File: config.mk
export PLATFORM = sky130hd
export DESIGN_NAME = display_owner_arbiter
export DESIGN_NICKNAME = d
export VERILOG_FILES = /design/src/rtl/disp_pkg.sv /design/src/rtl/display_owner_arbiter_rr_pick.sv /design/src/rtl/display_owner_arbiter.sv
export SDC_FILE = /design/constraint.sdc
export NUM_CORES = 1
export LEC_CHECK = 0
export BUFFER_PORTS_ARGS = -buffer_cell sky130_fd_sc_hd__buf_2
export CORE_ASPECT_RATIO = 0.6
export CORE_MARGIN = 1
export CORE_UTILIZATION = 30
export CTS_BUF_LIST = sky130_fd_sc_hd__clkbuf_8
export DETAILED_ROUTE_END_ITERATION = 7
export GPL_TIMING_DRIVEN = 0
export PLACE_DENSITY = 0.61
export SLEW_MARGIN = 20
export SYNTH_ARGS = -nofsm -noshare
export SYNTH_HDL_FRONTEND = slang
export SYNTH_SLANG_ARGS = --single-unit
File: constraint.sdc
create_clock -name clk -period 2.5 [get_ports clk]
set_input_delay 0.375 -clock clk [delete_from_list [all_inputs] [get_ports clk]]
set_output_delay 0.375 -clock clk [all_outputs]
set_load 0.05 [all_outputs]
File: src/rtl/disp_pkg.sv
// Shared state encoding and constants for the display owner arbiter.
// Included by the arbiter top and its round-robin picker.
package disp_pkg;

    typedef enum logic {
        IDLE = 1'b0,
        SHOW = 1'b1
    } disp_state_e;

    localparam logic [3:0] DOTS_OFF        = 4'b1111;
    localparam logic [3:0] HEX_RESET       = 4'h0;
    localparam int         HOLD_CYCLES_DEF = 50000000;

    // Advance a client index by step, wrapping at n (n <= 4).
    function automatic logic [1:0] rr_wrap(
        input logic [1:0] base,
        input logic [2:0] step,
        input logic [2:0] n
    );
        logic [2:0] s;
        s = {1'b0, base} + step;
        if (s >= n) begin
            s = s - n;
        end
        return s[1:0];
    endfunction

endpackage

File: src/rtl/display_owner_arbiter_rr_pick.sv
// Round-robin picker: first requester after ptr_i, scanning upward with wrap.
// With excl_i set the client at ptr_i itself is never chosen.
module rr_priority_pick
    import disp_pkg::*;
#(
    parameter int NREQ = 4
) (
    input  logic [NREQ-1:0] req_i,
    input  logic [1:0]      ptr_i,
    input  logic            excl_i,
    output logic [NREQ-1:0] win_o,
    output logic [1:0]      idx_o,
    output logic            any_o
);

    logic [3:0] req4;
    logic [3:0] win4;
    logic [1:0] pos;

    assign req4 = 4'(req_i);

    always_comb begin
        win4  = '0;
        idx_o = '0;
        any_o = 1'b0;
        pos   = '0;
        for (int k = 1; k <= NREQ; k++) begin
            pos = rr_wrap(ptr_i, k[2:0], 3'(NREQ));
            if (!any_o && req4[pos] && !(excl_i && k == NREQ)) begin
                any_o     = 1'b1;
                idx_o     = pos;
                win4[pos] = 1'b1;
            end
        end
    end

    assign win_o = win4[NREQ-1:0];

endmodule

File: src/rtl/display_owner_arbiter.sv
// Round-robin owner arbiter for the shared 4-digit 7-segment display.
// Define DISP_OWNER_DOT_EN to light only the owner's decimal point.
module display_owner_arbiter
    import disp_pkg::*;
#(
    parameter int NREQ        = 4,
    parameter int HOLD_CYCLES = HOLD_CYCLES_DEF,
    parameter int HOLD_W      = 26
) (
    input  logic                 clk,
    input  logic                 reset,
    input  logic [NREQ-1:0]      req,
    input  logic [16*NREQ-1:0]   value,
    input  logic [4*NREQ-1:0]    dots,
    output logic [NREQ-1:0]      grant,
    output logic                 owner_valid,
    output logic [1:0]           owner_id,
    output logic [3:0]           hexa3,
    output logic [3:0]           hexa2,
    output logic [3:0]           hexa1,
    output logic [3:0]           hexa0,
    output logic [3:0]           puntos4
);

    localparam logic [HOLD_W-1:0] HOLD_MAX = HOLD_W'(HOLD_CYCLES - 1);
    localparam logic [1:0]        PTR_RST  = 2'(NREQ - 1);

    if (NREQ < 2 || NREQ > 4) begin : g_bad_nreq
        $error("NREQ must be in 2..4");
    end
    if ((64'd1 << HOLD_W) <= 64'(HOLD_CYCLES)) begin : g_bad_hold
        $error("HOLD_W too narrow for HOLD_CYCLES");
    end

    disp_state_e       state_q, state_d;
    logic [NREQ-1:0]   grant_q, grant_d;
    logic [1:0]        id_q, id_d;
    logic [1:0]        ptr_q, ptr_d;
    logic [HOLD_W-1:0] cnt_q, cnt_d;
    logic [15:0]       hex_q, hex_d;
    logic [3:0]        dots_q, dots_d;

    logic [3:0]        req4;
    logic [63:0]       value_all;
    logic [15:0]       dots_all;
    logic              own_req;
    logic              expired;
    logic [15:0]       own_val;
    logic [3:0]        own_dots;
    logic [NREQ-1:0]   pick_win;
    logic [1:0]        pick_idx;
    logic              pick_any;

    assign req4      = 4'(req);
    assign value_all = 64'(value);
    assign dots_all  = 16'(dots);
    assign own_req   = req4[id_q];
    assign expired   = (cnt_q == HOLD_MAX);
    assign own_val   = value_all[{id_q, 4'b0000} +: 16];

`ifdef DISP_OWNER_DOT_EN
    assign own_dots  = ~(4'b0001 << id_q);
`else
    assign own_dots  = dots_all[{id_q, 2'b00} +: 4];
`endif

    // In SHOW the pointer equals the owner, so excluding it skips the owner.
    rr_priority_pick #(
        .NREQ (NREQ)
    ) u_pick (
        .req_i  (req),
        .ptr_i  (ptr_q),
        .excl_i (state_q == SHOW),
        .win_o  (pick_win),
        .idx_o  (pick_idx),
        .any_o  (pick_any)
    );

    always_comb begin
        state_d = state_q;
        grant_d = grant_q;
        id_d    = id_q;
        ptr_d   = ptr_q;
        cnt_d   = cnt_q;
        hex_d   = hex_q;
        dots_d  = dots_q;
        unique case (state_q)
            IDLE: begin
                if (pick_any) begin
                    state_d = SHOW;
                    grant_d = pick_win;
                    id_d    = pick_idx;
                    ptr_d   = pick_idx;
                    cnt_d   = '0;
                end
            end
            SHOW: begin
                hex_d  = own_val;
                dots_d = own_dots;
                if (!own_req && !pick_any) begin
                    state_d = IDLE;
                    grant_d = '0;
                    hex_d   = hex_q;
                    dots_d  = DOTS_OFF;
                end else if (!own_req || (expired && pick_any)) begin
                    grant_d = pick_win;
                    id_d    = pick_idx;
                    ptr_d   = pick_idx;
                    cnt_d   = '0;
                end else if (!expired) begin
                    cnt_d = cnt_q + HOLD_W'(1);
                end
            end
            default: begin
                state_d = IDLE;
            end
        endcase
    end

    always_ff @(posedge clk or posedge reset) begin
        if (reset) begin
            state_q <= IDLE;
            grant_q <= '0;
            id_q    <= '0;
            ptr_q   <= PTR_RST;
            cnt_q   <= '0;
            hex_q   <= {4{HEX_RESET}};
            dots_q  <= DOTS_OFF;
        end else begin
            state_q <= state_d;
            grant_q <= grant_d;
            id_q    <= id_d;
            ptr_q   <= ptr_d;
            cnt_q   <= cnt_d;
            hex_q   <= hex_d;
            dots_q  <= dots_d;
        end
    end

    assign grant       = grant_q;
    assign owner_valid = (state_q == SHOW);
    assign owner_id    = id_q;
    assign hexa3       = hex_q[15:12];
    assign hexa2       = hex_q[11:8];
    assign hexa1       = hex_q[7:4];
    assign hexa0       = hex_q[3:0];
    assign puntos4     = dots_q;

endmodule

==> results of run 1 <==
-- power by group through the flow --
stage	clock, mW	combinational (mW)	sequential, mW
2_1_floorplan	0	2.06	2.15
3_3_place_gp	0	3.58	1.41
3_5_place_dp	0	3.64	1.42
4_1_cts	0.544	3.73	1.38
5_1_grt	0.571	4.09	1.41
6_report	0.527	3.82	1.37
-- registers in the layout, indices dropped and copies added (netlist names) --
| register | count |
|---|---|
| owner_valid | 1 |
| grant | 4 |
| ptr_q | 2 |
| cnt_q | 26 |
| puntos4 | 4 |
| owner_id | 2 |
| hex_q | 16 |
-- cells in the final DEF, fill, tap and decap left out, drive strengths merged, types with 4 or more instances in the layout --
cell | synthesis | layout
o32ai | 19 | 19
buf | 20 | 135
nor3 | 6 | 6
nand2 | 23 | 23
o22a | 4 | 4
a211oi | 5 | 5
and2 | 5 | 5
or3 | 5 | 5
and3 | 12 | 12
mux4 | 23 | 23
mux2 | 21 | 21
nand3 | 17 | 17
dfrtp | 49 | 49
a21oi | 21 | 21
nand2b | 4 | 4
o21ai | 32 | 32
clkbuf | 9 | 13
a22oi | 4 | 4
dfstp | 6 | 6
nor2 | 8 | 8
ha | 9 | 9
mux2i | 6 | 6
a21boi | 5 | 5
o22ai | 5 | 5
inv | 7 | 7
nand4 | 9 | 9
-- area by class of cell --
cell class,instances,share of cell area
buffer,28,0.0436
clock buffer,5,0.0144
clock inverter,3,0.00470
inverter,7,0.00679
multi-input combinational,262,0.473
sequential,55,0.289
tap,165,0.0431
timing repair buffer,115,0.125
-- per-stage QoR --
step                hold WS (ns)  instances  utilization  setup TNS (ns)
finish                     0.149        640        0.390               0
global route               0.205        640        0.390               0
global placement           0.474        628        0.376           -1.63
CTS                        0.184        636        0.385               0
detailed placement         0.486        628        0.376           -2.45
floorplan                  0.456        353            -               0
-- critical path, delay by kind of cell, from the launching register on --
kind            cells  cell delay [ns]
flops               1             0.61
compound gates      3             0.61
buf+inv             3             0.47
fa+ha+maj           1             0.29
mux                 1             0.29
-- logic make-up (layout without fill, tap and decap cells) --
kind of cell / count (synthesis) / in the layout
buffers and inverters: 36 / 158
DFF: 55 / 55
AOI/OAI and AO/OA: 108 / 108
adders and majority gates: 9 / 9
muxes: 50 / 50
and+or+nand+nor: 95 / 95
-- metal layers --
metal,GRT usage,up-vias
li1,-,1630
met5,0,-
met1,0.261,1778
met3,0.0360,10
met4,0.0395,0
met2,0.265,177
-- worst max-delay path by stage --
stage / endpoint / cells past startpoint / slack [ns] / from
after floorplan: owner_id[0]$_DFFE_PP0P_ / 9 / 0.07 / ptr_q[0]$_DFFE_PP1P_
after global placement: grant[0]$_DFFE_PP0P_ / 9 / -0.27 / ptr_q[0]$_DFFE_PP1P_
after detailed placement: grant[1]$_DFFE_PP0P_ / 9 / -0.37 / ptr_q[0]$_DFFE_PP1P_
after CTS: grant[0]$_DFFE_PP0P_ / 6 / 0.09 / ptr_q[1]$_DFFE_PP1P_
after global routing: grant[1]$_DFFE_PP0P_ / 8 / 0.007 / ptr_q[0]$_DFFE_PP1P_
final: owner_id[1]$_DFFE_PP0P_ / 8 / 0.13 / ptr_q[1]$_DFFE_PP1P_
-- what timing repair did --
action	in CTS	in global routing
buffers inserted	1	4
cloned	0	0
resized for setup	3	4
pin swaps	0	1
hold endpoints to repair	0	0
endpoints found under the setup margin	8	14
==> qor.yml, run 1 <==
synth_area_leaders: "dfrtp_1 32%, mux4_2 13%, o32ai_1 4.3%"
regArea_sq_mm: 0.00138
syn_to_final_growth_pct: 24.1
syn-instance-count: 353
nNetsFinal: 569
comb_power_share: 0.667
cpMaxStageDelayCell: "dfstp_2"
cp.arrival_ns: 2.60
ys_ff_latch: 55
muxShareOfSynthArea: 0.222
pwr-share-seq: 0.240
clk_path_buf_depth: 2
grt_max_degree: 56
synth_cell_types: 54
crit_required_ns: 2.72
post-route-period-util: 0.949
postCtsHoldBufs: 0
yosys.area_share.adder: 0.0292
worst_pin_slew_ns: 0.860
grt_pass1_wl_mm: 18.5
synth_top_area_share: 0.317
p_int_mw: 2.90
fp-row-count: 31
first_global_vias: 3480
portBuffers: 110
gp_congestion: 0.838
rr_worst_depth: 8
hold_viol_final: 0
synth_fp_nets: 448
irDropWorstVdd_v: 0.000339
synth-xor-area-share: 0
r2r_setup_slack_ns: 0.13
synthArstFlopShare: 1.00
hpwl_mm: 9.00
setup_slack_ns: 0.126
clock.fmax_mhz: 421
vias: 3595
grt_overflow_total: 0
drc: 0
outcome: "completed"
yosysWarningCount: 0
clkPwrFrac: 0.092
p_leak_nw: 2.08
synth_area_per_cell_sq_um: 10.9
die_h_um: 89.9
hold_class: "primary input to asynchronous set/reset pin"
tritoncts: "done"
cp-end-kind: "flip-flop"
start_util: 0.314
switching_share: 0.492
crit_chain: "buf_6 > clkinvlp_4 > ha_4 > buf_4 > a221oi_1 > a21o_1 > o2111ai_1 > mux2_4"
met2_length_mm: 5.19
clk-insertion-delay-late_ns: 0.33
top_layer_used: "met4"
grt.total_usage: 0.177
startpoint_type: "flip-flop"
pwr_density_cell_mw_per_mm2: 1190
r2r_start: "ptr_q[1]$_DFFE_PP1P_"
final_area_sq_mm: 0.00479
synth_area_sq_mm: 0.00386
cts_inserted_buffers: 5
antenna_found_initial: 0
root_buffer: "clkbuf_8"
reg2reg_to: "owner_id[1]$_DFFE_PP0P_"
fill_cells: 1215
max_slew_margin: 0.422
synth-simple-area-share: 0.135
drt-total-wl_mm: 11.7
h-tree-depth: 2
multiInputGateArea_sq_mm: 0.00227
rsz0062_at_grt: "false"
synth_compound_area_frac: 0.195
wl_per_cell_um: 18.3
netSwitchingPower_mw: 2.82
first_pass_iters: 5
slowest_delay_ns: 0.61
drtIter0Drc: 359
via_per_inst: 5.62
antenna_left: 0
fp.dieW_um: 148
ys.flop_type: "dfrtp_1"
pre_cts_slack_ns: -0.372
drv_slew: 0
drive_gt1_frac: 0.436
cts.sinks: 55
synth_top_family_by_area: "multiplexers"
clk_pin_slew_ns: 0.11
num_io_pins: 113
finalCriticalPeriod_ns: 2.37
crit_type: "flip-flop to flip-flop"
setup_violations: 0
yosysMostFrequentCell: "dfrtp_1"
yosysTopAreaCell: "dfrtp_1"
synth_common_cells: "49 x dfrtp_1, 27 x o21ai_1, 23 x mux4_2, 23 x nand2_1, 21 x a21oi_1"
maxCapViolations: 0
diodes: 0
dpl_cell_area_sq_mm: 0.00462
wl_met3_um: 976
synth-edff-count: 0
ys_seq_area_frac: 0.358
coreArea_sq_mm: 0.0123
wl_met1_mm: 5.46
dieArea_sq_mm: 0.0133
total_power_mw: 5.72
cp_max_fo: 10
clock_skew_ns: 0.0111
Power figures use the tool's default switching activity.
==> run 2, diff against run 1 <==
--- a/config.mk
+++ b/config.mk
@@ -9,9 +9,9 @@
 export CORE_ASPECT_RATIO = 0.6
 export CORE_MARGIN = 1
-export CORE_UTILIZATION = 30
+export CORE_UTILIZATION = 40
 export CTS_BUF_LIST = sky130_fd_sc_hd__clkbuf_8
 export DETAILED_ROUTE_END_ITERATION = 7
 export GPL_TIMING_DRIVEN = 0
-export PLACE_DENSITY = 0.61
+export PLACE_DENSITY = 0.75
 export SLEW_MARGIN = 20
 export SYNTH_ARGS = -nofsm -noshare
==> constraint.sdc (replaced) <==
create_clock -name clk -period 2.5 [get_ports clk]
set_input_delay 0.25 -clock clk [delete_from_list [all_inputs] [get_ports clk]]
set_output_delay 0.25 -clock clk [all_outputs]
set_load 0.05 [all_outputs]
==> run 2 against run 1 <==
Net effect: sequential share of layout area grew 0.58 points; flip-flop and latch count did not move; clock skew up 0.0065 ns; utilization increased by 12 points; critical path depth shrank 1; combinational power fell by 3%; first-iteration DRC count fell by 7.0%; critical endpoint is now grant[3]$_DFFE_PP0P_.
==> qor.yml, run 2 (synthesis gave the netlist of run 1 again) <==
p_leak_nw: 2.06  # -1.2%
antenna_left: 0  # unchanged
diodes: 0  # unchanged
stdcell_count: 601  # -6.1%
startpoint_type: "flip-flop"
finalCriticalPeriod_ns: 2.41  # +0.0354 ns
placed_cells: 593  # -5.6%
crit_type: "flip-flop to flip-flop"
gp_congestion: 0.867  # +3.4%
r2r_setup_slack_ns: 0.09  # -0.04 ns
first_pass_iters: 5  # unchanged
clock.fmax_mhz: 415  # -1.5%
top_register: "cnt_q"
drive_gt1_frac: 0.431  # -0.00479
vias: 3533  # -1.7%
grt_overflow_total: 0  # unchanged
coreArea_sq_mm: 0.00926  # -25%
post-route-period-util: 0.964  # +0.0142
reg_top3: "cnt_q (26), hex_q (16)"
antenna_found_initial: 0  # unchanged
clk_path_buf_depth: 2  # unchanged
fp.dieW_um: 129  # -13%
crit_required_ns: 2.75  # +0.03 ns
cts_inserted_buffers: 5  # unchanged
nNetsFinal: 565  # -0.70%
cts.sinks: 55  # unchanged
hold_class: "primary input to asynchronous set/reset pin"
die_h_um: 78.1  # -13%
drtIter0Drc: 334  # -7.0%
worst_pin_slew_ns: 0.805  # -0.0553 ns
start_util: 0.417  # +0.103
dieArea_sq_mm: 0.0101  # -25%
cp.arrival_ns: 2.65  # +0.05 ns
drv_slew: 0  # unchanged
r2r_start: "ptr_q[0]$_DFFE_PP1P_"
fp-row-count: 27  # -13%
outcome: "completed"
grt.total_usage: 0.214  # +0.0362
h-tree-depth: 2  # unchanged
portBuffers: 110  # unchanged
pwr_density_cell_mw_per_mm2: 1200  # +0.54%
hpwl_mm: 8.24  # -8.4%
final_common_cell: "buf_2"
maxCapViolations: 0  # unchanged
setup_violations: 0  # unchanged
grt_max_degree: 56  # unchanged
clk-insertion-delay-late_ns: 0.33  # about the same
cp-end-kind: "flip-flop"
drt-total-wl_mm: 10.8  # -8.0%
clock_skew_ns: 0.0176  # +0.00647 ns
via_per_inst: 5.88  # +4.7%
hold_viol_final: 0  # unchanged
syn_to_final_growth_pct: 22.0
rsz0062_at_grt: "true"
num_io_pins: 113  # unchanged
wl_per_cell_um: 18.0  # -2.0%
irDropWorstVdd_v: 0.000537  # +58%
cp_max_fo: 18  # +8
tritoncts: "done"
max_slew_margin: 0.459  # +0.0372
first_global_vias: 3240  # -6.9%
root_buffer: "clkbuf_8"
final_util: 0.509  # +0.119
drc: 0  # unchanged
postCtsHoldBufs: 0  # unchanged
reg2reg_to: "grant[3]$_DFFE_PP0P_"
rr_worst_depth: 7  # -1
grt_pass1_wl_mm: 16.7  # -9.6%
most-common-layout-cells: "115 x buf_2, 49 x dfrtp_1, 27 x o21ai_1"
largest_register_ffs: 26  # unchanged
clk_pin_slew_ns: 0.11  # about the same
## run 2: cell count changes in the layout (fill, tap and decap cells not counted), sizes merged
cell,before,now
buf,135,132
clkbuf,13,12
clkinv,2,1
clkinvlp,1,2
## run 2: worst max-delay path by stage
stage                                    start                      end  slack (ns)  cells past startpoint
after CTS                 ptr_q[0]$_DFFE_PP1P_     grant[2]$_DFFE_PP0P_        0.06                      7
after global routing      ptr_q[0]$_DFFE_PP1P_  owner_id[0]$_DFFE_PP0P_       -0.02                      7
after floorplan           ptr_q[0]$_DFFE_PP1P_  owner_id[0]$_DFFE_PP0P_        0.07                      9
after global placement    ptr_q[0]$_DFFE_PP1P_     grant[0]$_DFFE_PP0P_       -0.25                      9
after detailed placement  ptr_q[0]$_DFFE_PP1P_     grant[3]$_DFFE_PP0P_       -0.34                      9
final                     ptr_q[0]$_DFFE_PP1P_     grant[3]$_DFFE_PP0P_        0.09                      7
## run 2: power breakdown
group          leakage (nW)  switching [mW]  internal [mW]  total [mW]
Clock                0.0461           0.327          0.203       0.530
Combinational          1.32            2.24           1.46        3.69
Sequential            0.692           0.229           1.20        1.43
## run 2: worst max-delay path, stage by stage, from the launching register on
cell,delay (ns)
dfstp_4,0.75
inv_1,0.20
ha_4,0.38
mux2i_1,0.11
or3_1,0.39
a21boi_0,0.21
o22ai_1,0.12
a22oi_2,0.15
## run 2: what timing repair did
item | CTS | global route
endpoints found under the hold margin | 0 | 0
endpoints found under the setup margin | 8 | 17
setup buffers | 0 | 2
pin swaps | 0 | 0
gates resized for setup | 2 | 4
## run 2: per-layer routing
metal,part of all wire,up-vias,track usage
met5,0,-,0
met4,0.012,0,0.0482
met3,0.093,13,0.0579
met2,0.44,168,0.322
met1,0.45,1737,0.304
li1,-,1615,-
## run 2: per-stage QoR
| stage | setup slack [ns] | power [mW] | hold WS, ns | setup TNS [ns] | cell area, sq um |
|---|---|---|---|---|---|
| 6_report | 0.0909 | 5.65 | 0.00832 | 0 | 4710 |
| 5_1_grt | -0.0239 | 5.96 | 0.0646 | -0.0239 | 4710 |
| 4_1_cts | 0.0590 | 5.58 | 0.0402 | 0 | 4680 |
| 3_5_place_dp | -0.342 | 5.03 | 0.403 | -2.13 | 4580 |
| 3_3_place_gp | -0.245 | 4.94 | 0.474 | -1.42 | 4580 |
| 2_1_floorplan | 0.0664 | 4.20 | 0.456 | 0 | 3860 |
## run 2: cell type report
class	instances	area, sq um
fillers	832	4550
repair buffers	112	566
well taps	130	163
clock buffers	5	68.8
flip-flops and latches	55	1390
multi-input cells	262	2270
clock inverters	3	23.8
plain buffers	27	201
inverters	7	32.5
